===== src/rtl/fp_pkg.sv =====
// fp_pkg: shared widths, FSM states and field helpers for the FP subtractor
package fp_pkg;
  localparam int EXP_W = 8;
  localparam int FRAC_W = 23;
  localparam int MANT_W = 24;
  localparam logic [EXP_W-1:0] EXP_MAX = 8'd255;
  localparam logic [4:0] ALIGN_CAP = 5'd25;
  typedef enum logic [2:0] {IDLE, ALIGN, ADD, NORM, DONE} fp_sub_state_t;
  typedef struct packed {
    logic sign;
    logic [EXP_W-1:0] exp;
    logic [FRAC_W-1:0] frac;
  } fp_fields_t;
  typedef struct packed {
    logic sign;
    logic sub;
    logic [EXP_W-1:0] exp;
    logic [MANT_W-1:0] mant_b;
    logic [MANT_W-1:0] mant_s;
    logic [4:0] cnt;
    logic sat;
  } unpack_t;
  function automatic fp_fields_t fp_split(input logic [31:0] x);
    return '{sign: x[31], exp: x[30:23], frac: x[22:0]};
  endfunction
endpackage


===== src/rtl/fp_unpack_swap.sv =====
// fp_unpack_swap: zero detect, hidden-bit insert, magnitude order and alignment count
module fp_unpack_swap
  import fp_pkg::*;
(
  input  logic [31:0] a,
  input  logic [31:0] b,
  output unpack_t     u
);
  fp_fields_t fa, fb;
  logic [FRAC_W-1:0] ma, mb;
  logic za, zb, a_big;
  logic [EXP_W-1:0] de;
  always_comb begin
    fa = fp_split(a);
    fb = fp_split(b);
    za = fa.exp == '0;
    zb = fb.exp == '0;
    ma = za ? '0 : fa.frac;
    mb = zb ? '0 : fb.frac;
    a_big = {fa.exp, ma} >= {fb.exp, mb};
    de = a_big ? fa.exp - fb.exp : fb.exp - fa.exp;
    u.sign = a_big ? fa.sign : fb.sign;
    u.sub = fa.sign ^ fb.sign;
    u.exp = a_big ? fa.exp : fb.exp;
    u.mant_b = a_big ? {!za, ma} : {!zb, mb};
    u.mant_s = a_big ? {!zb, mb} : {!za, ma};
    u.cnt = de > {3'b0, ALIGN_CAP} ? ALIGN_CAP : de[4:0];
    u.sat = fa.exp == EXP_MAX || fb.exp == EXP_MAX;
  end
endmodule


===== src/rtl/fp_sub_seq.sv =====
// fp_sub_seq: multi-cycle IEEE-754 single subtractor out = in1 - in2 with bit-serial align/normalize
module fp_sub_seq
  import fp_pkg::*;
(
  input  logic        clk,
  input  logic        rst_n,
  input  logic        in_valid,
  output logic        in_ready,
  input  logic [31:0] in1,
  input  logic [31:0] in2,
  output logic        out_valid,
  input  logic        out_ready,
  output logic [31:0] out,
  output logic        overFlow
);
  fp_sub_state_t state_q, state_d;
  unpack_t u;
  logic sign_q, sign_d, sub_q, sub_d, ovf_q, ovf_d, out_valid_q, out_valid_d;
  logic [EXP_W-1:0] exp_q, exp_d, exp_inc;
  logic [MANT_W:0] big_q, big_d, sum;
  logic [MANT_W-1:0] lo_q, lo_d;
  logic [4:0] cnt_q, cnt_d;
  logic [31:0] out_q, out_d;
  fp_unpack_swap u_unpack (.a(in1), .b({~in2[31], in2[30:0]}), .u(u));
  assign in_ready = state_q == IDLE;
  assign out_valid = out_valid_q;
  assign out = out_q;
  assign overFlow = ovf_q;
  always_comb begin
    state_d = state_q;
    sign_d = sign_q;
    sub_d = sub_q;
    exp_d = exp_q;
    big_d = big_q;
    lo_d = lo_q;
    cnt_d = cnt_q;
    out_d = out_q;
    ovf_d = ovf_q;
    out_valid_d = out_valid_q;
    sum = sub_q ? big_q - {1'b0, lo_q} : big_q + {1'b0, lo_q};
    exp_inc = exp_q + 8'd1;
    case (state_q)
      IDLE: if (in_valid) begin
        sign_d = u.sign;
        sub_d = u.sub;
        exp_d = u.exp;
        big_d = {1'b0, u.mant_b};
        lo_d = u.mant_s;
        cnt_d = u.cnt;
        out_d = '0;
        ovf_d = u.sat;
        out_valid_d = 1'b0;
        state_d = u.sat ? DONE : ALIGN;
      end
      ALIGN: if (cnt_q == '0) state_d = ADD;
      else begin
        lo_d = lo_q >> 1;
        cnt_d = cnt_q - 5'd1;
      end
      ADD: begin
        big_d = sum[MANT_W] ? sum >> 1 : sum;
        exp_d = sum[MANT_W] ? exp_inc : exp_q;
        ovf_d = sum[MANT_W] && exp_inc == EXP_MAX;
        out_valid_d = ovf_d;
        state_d = ovf_d ? DONE : NORM;
      end
      NORM: if (big_q == '0 || big_q[MANT_W-1] || exp_q == 8'd1) begin
        out_d = big_q[MANT_W-1] ? {sign_q, exp_q, big_q[FRAC_W-1:0]} : '0;
        out_valid_d = 1'b1;
        state_d = DONE;
      end else begin
        big_d = big_q << 1;
        exp_d = exp_q - 8'd1;
      end
      DONE: begin
        out_valid_d = !(out_valid_q && out_ready);
        state_d = out_valid_q && out_ready ? IDLE : DONE;
      end
      default: state_d = IDLE;
    endcase
  end
  always_ff @(posedge clk or negedge rst_n) begin
    if (!rst_n) begin
      state_q <= IDLE;
      sign_q <= 1'b0;
      sub_q <= 1'b0;
      exp_q <= '0;
      big_q <= '0;
      lo_q <= '0;
      cnt_q <= '0;
      out_q <= '0;
      ovf_q <= 1'b0;
      out_valid_q <= 1'b0;
    end else begin
      state_q <= state_d;
      sign_q <= sign_d;
      sub_q <= sub_d;
      exp_q <= exp_d;
      big_q <= big_d;
      lo_q <= lo_d;
      cnt_q <= cnt_d;
      out_q <= out_d;
      ovf_q <= ovf_d;
      out_valid_q <= out_valid_d;
    end
  end
endmodule

===== config.mk =====
export PLATFORM = sky130hd
export DESIGN_NAME = fp_sub_seq
export DESIGN_NICKNAME = d
export VERILOG_FILES = /design/src/rtl/fp_pkg.sv /design/src/rtl/fp_unpack_swap.sv /design/src/rtl/fp_sub_seq.sv
export SDC_FILE = /design/constraint.sdc
export NUM_CORES = 1
export LEC_CHECK = 0
export CAP_MARGIN = 40
export CORE_MARGIN = 2
export CORE_UTILIZATION = 55
export DETAILED_ROUTE_END_ITERATION = 12
export PLACE_DENSITY_LB_ADDON = 0.25
export SYNTH_ARGS = -nofsm -noshare
export SYNTH_HDL_FRONTEND = slang
export SYNTH_HIERARCHICAL = 1
export SYNTH_SLANG_ARGS = --single-unit
export TNS_END_PERCENT = 10

===== constraint.sdc =====
create_clock -name clk -period 4.5 [get_ports clk]
set_input_delay 0.9 -clock clk [delete_from_list [all_inputs] [get_ports clk]]
set_output_delay 0.9 -clock clk [all_outputs]
set_load 0.02 [all_outputs]

==> impl_metrics.tcl <==
set metrics [dict create \
    start_util_pct 56.2 \
    wl_per_cell_um 18.6 \
    vias 10800 \
    fin_cells 1719 \
    grt_pass1_wl_um 49200 \
    place_congestion 0.965 \
    fill_cells 1454 \
    critical_path_arrival_ns 4.68 \
    avgSynthCellArea_um2 7.42 \
    core.rowCount 48 \
    die_area_mm2 0.0187 \
    required_ns 4.78 \
    critPathKind "primary input to flop" \
    startpoint_type "primary input" \
    max_freq_mhz 228 \
    path_common_cell "buf_4" \
    synth_edf_count 0 \
    chipWidth_um 137 \
    dp.cells 1696 \
    synthArstFlopShare_pct 100 \
    port_buffers 102 \
    synth.largest_area_cell "dfrtp_1" \
    antenna_found_initial 0 \
    grt_pass1_vias 9716 \
    ys_seq_area_share_pct 26.0 \
    areaGrowthSynthToFinish_pct 28.1 \
    place_hpwl_um 24000 \
    fin_hold_ws_ns 0.345 \
    cts_htree_levels 3 \
    rr_worst_depth 14 \
    drt-total-wl_um 32000 \
    outcome "complete, no violations" \
    placed_area_mm2 0.0118 \
    grt_max_degree 67 \
    firstDrtPassIters 6 \
    design_area_mm2 0.0124 \
    cts_buffers 9 \
    synthTopCellsByArea "dfrtp_1 (26%), ha_1 (8.9%), nand2_1 (7.8%), a21oi_1 (4.3%), nor2_1 (3.9%)" \
    clk_latency_ns 0.36 \
    synth-seq-cells 101 \
    tightest_slew_ns 0.886 \
    worstReg2RegStart "lo_q[13]$_DFFE_PN0P_" \
    clk_path_buf_depth 2 \
    drc 0 \
    first_iter_violations 1191 \
    ioPinCount 103 \
    ant_nets 0 \
    path_buf_inv 6 \
    power.density_mw_per_mm2 855 \
    slew_viol_final 0 \
    viasPerCell 6.27 \
    drive_gt1_share_pct 15.3 \
    yosys_warnings 6 \
    die_h_um 137 \
    critPathCaptureType "flop" \
    p_leak_nw 5.71 \
    mostFrequentLayoutCell "nand2_1" \
    yosysTopAreaCellShare_pct 26.0 \
    hold_viol 0 \
    root_buffer "clkbuf_16" \
    cp_cell_sequence "clkdlybuf4s50_1, nor4_2, buf_4, nand2_4, buf_12, nand2_1, ha_4, a21oi_2, o21ai_1, a221oi_2, buf_4, a211oi_2, o41ai_4, buf_6, nor2_1, a31oi_2, buf_4, o21ai_0, a41oi_1" \
    path_clk_slew_ns 0.07 \
    maxCapViolations 0 \
    syn_area_mm2 0.00972 \
    setup_violations 0 \
    max-vdd-ir-drop_mv 0.618 \
    synth.distinct_cells 77 \
    syn-num-nets 1450 \
    slowest_delay_ns 0.50 \
    core_region_area_mm2 0.0173 \
    hp-class "primary input to asynchronous set/reset pin" \
    fin_worst_skew_ns 0.00796 \
    synth_ff_type "dfrtp_1" \
    period_minus_slack_ns 4.39 \
    gr-total-overflow 0 \
    relSlewSlack_pct 40.9 \
    cpLargestDelayFamily "compound AO/OA/AOI/OAI gates" \
    postCtsHoldBufs 0 \
    diodes 0 \
    path_max_fanout 15 \
    layout_common_cells "nand2_1 (198), buf_4 (137), nor2_1 (101), dfrtp_1 (101), clkdlybuf4s50_1 (91)" \
    cts_tree "done" \
    reg2reg_to "big_q[8]$_DFFE_PN0P_" \
    finalCritPeriodShare_pct 97.6 \
    final_nets 1629 \
    cpMaxStageDelayCell "o41ai_4" \
    cts.sinks 101 \
    grt_usage_pct 33.5 \
    syn_inst 1310 \
    rrSetupSlack_ns 0.18 \
]
## final cells by class
| class | count | area (um^2) | share of cell area (%) |
|---|---|---|---|
| multi-input combinational | 1057 | 6760 | 54.3 |
| sequential | 101 | 2530 | 20.3 |
| timing repair buffer | 254 | 2320 | 18.6 |
| tap | 225 | 282 | 2.26 |
| clock buffer | 11 | 253 | 2.03 |
| inverter | 66 | 248 | 1.99 |
| clock inverter | 5 | 58.8 | 0.472 |
## routing by layer
layer  global-route usage [%]  vias to the layer above  share of wire, %  wire length, um
met3                     7.44                       84                10             3220
met1                     46.9                     5040                43            13800
met4                     12.0                        0               3.2             1010
met2                     50.8                      570                44            14000
met5                        0                        -                 0                0
li1                         -                     5088                 -                -
## synth_stat cells (5+ instances only)
master and n:
a211oi_1 11, a21o_1 21, a21oi_1 83, a22o_1 32, a31oi_1 39, a41oi_1 6
and3_1 16, buf_2 10, buf_4 8, clkbuf_1 65, dfrtp_1 101, ha_1 69
inv_1 66, mux2i_1 9, nand2_1 201, nand2b_1 18, nand3_1 74, nand4_1 20
nor2_1 102, nor2b_1 8, nor3_1 33, nor4_1 19, o2111ai_1 5, o211ai_1 10
o21ai_0 68, o21ai_1 44, o31a_1 5, o31ai_1 8, or2_2 7, or3_1 15
xnor2_1 31, xor2_1 17
## worst max path at each step
stage	from	depth (start not counted)	endpoint
finish	in2[30]	19	big_q[23]$_DFFE_PN0P_
global route	in2[30]	20	big_q[12]$_DFFE_PN0P_
CTS	in1[26]	20	big_q[12]$_DFFE_PN0P_
detailed placement	in1[26]	20	big_q[23]$_DFFE_PN0P_
global placement	in1[26]	20	big_q[23]$_DFFE_PN0P_
floorplan	in1[26]	19	big_q[12]$_DFFE_PN0P_
## cell families (layout without fill, tap and decap cells)
group / Yosys count / in the layout / synth area share, %
xor gates and xnor gates: 48 / 48 / 4.33
DFF: 101 / 101 / 26.0
and+or+nand+nor: 537 / 537 / 25.9
AOI/OAI and AO/OA: 386 / 386 / 26.3
buffers and inverters: 152 / 336 / 6.48
adders and majority gates: 72 / 72 / 9.50
muxes: 14 / 14 / 1.51
## through the flow
step	TNS, ns	total power [mW]	setup slack [ns]	utilization, %
floorplan	0	7.20	0.357	-
global placement	-7.91	9.31	-0.399	68.0
detailed placement	-9.91	9.51	-0.432	68.3
CTS	0	10.4	0.00136	70.3
global route	-0.402	11.4	-0.0783	72.0
finish	0	10.6	0.108	72.0
## repair_timing
| action | 4_1_cts | 5_1_grt |
|---|---|---|
| pin swaps | 1 | 10 |
| gates resized for setup | 4 | 51 |
| cloned | 0 | 3 |
| endpoints found under the setup margin | 2 | 41 |
| setup buffers | 1 | 4 |
## state kept, by name, summed over array words and instances, names as in the netlist
register   cells
state_q        3
lo_q          24
out_valid      1
big_q         25
sub_q          1
out           32
overFlow       1
cnt_q          5
sign_q         1
exp_q          8
## power breakdown
part           leakage, nW  internal [mW]  switching, mW
sequential            1.20           1.36          0.591
combinational         4.36           3.24           4.63
clock                0.148          0.461          0.360
(Power assumes the default switching activity.)
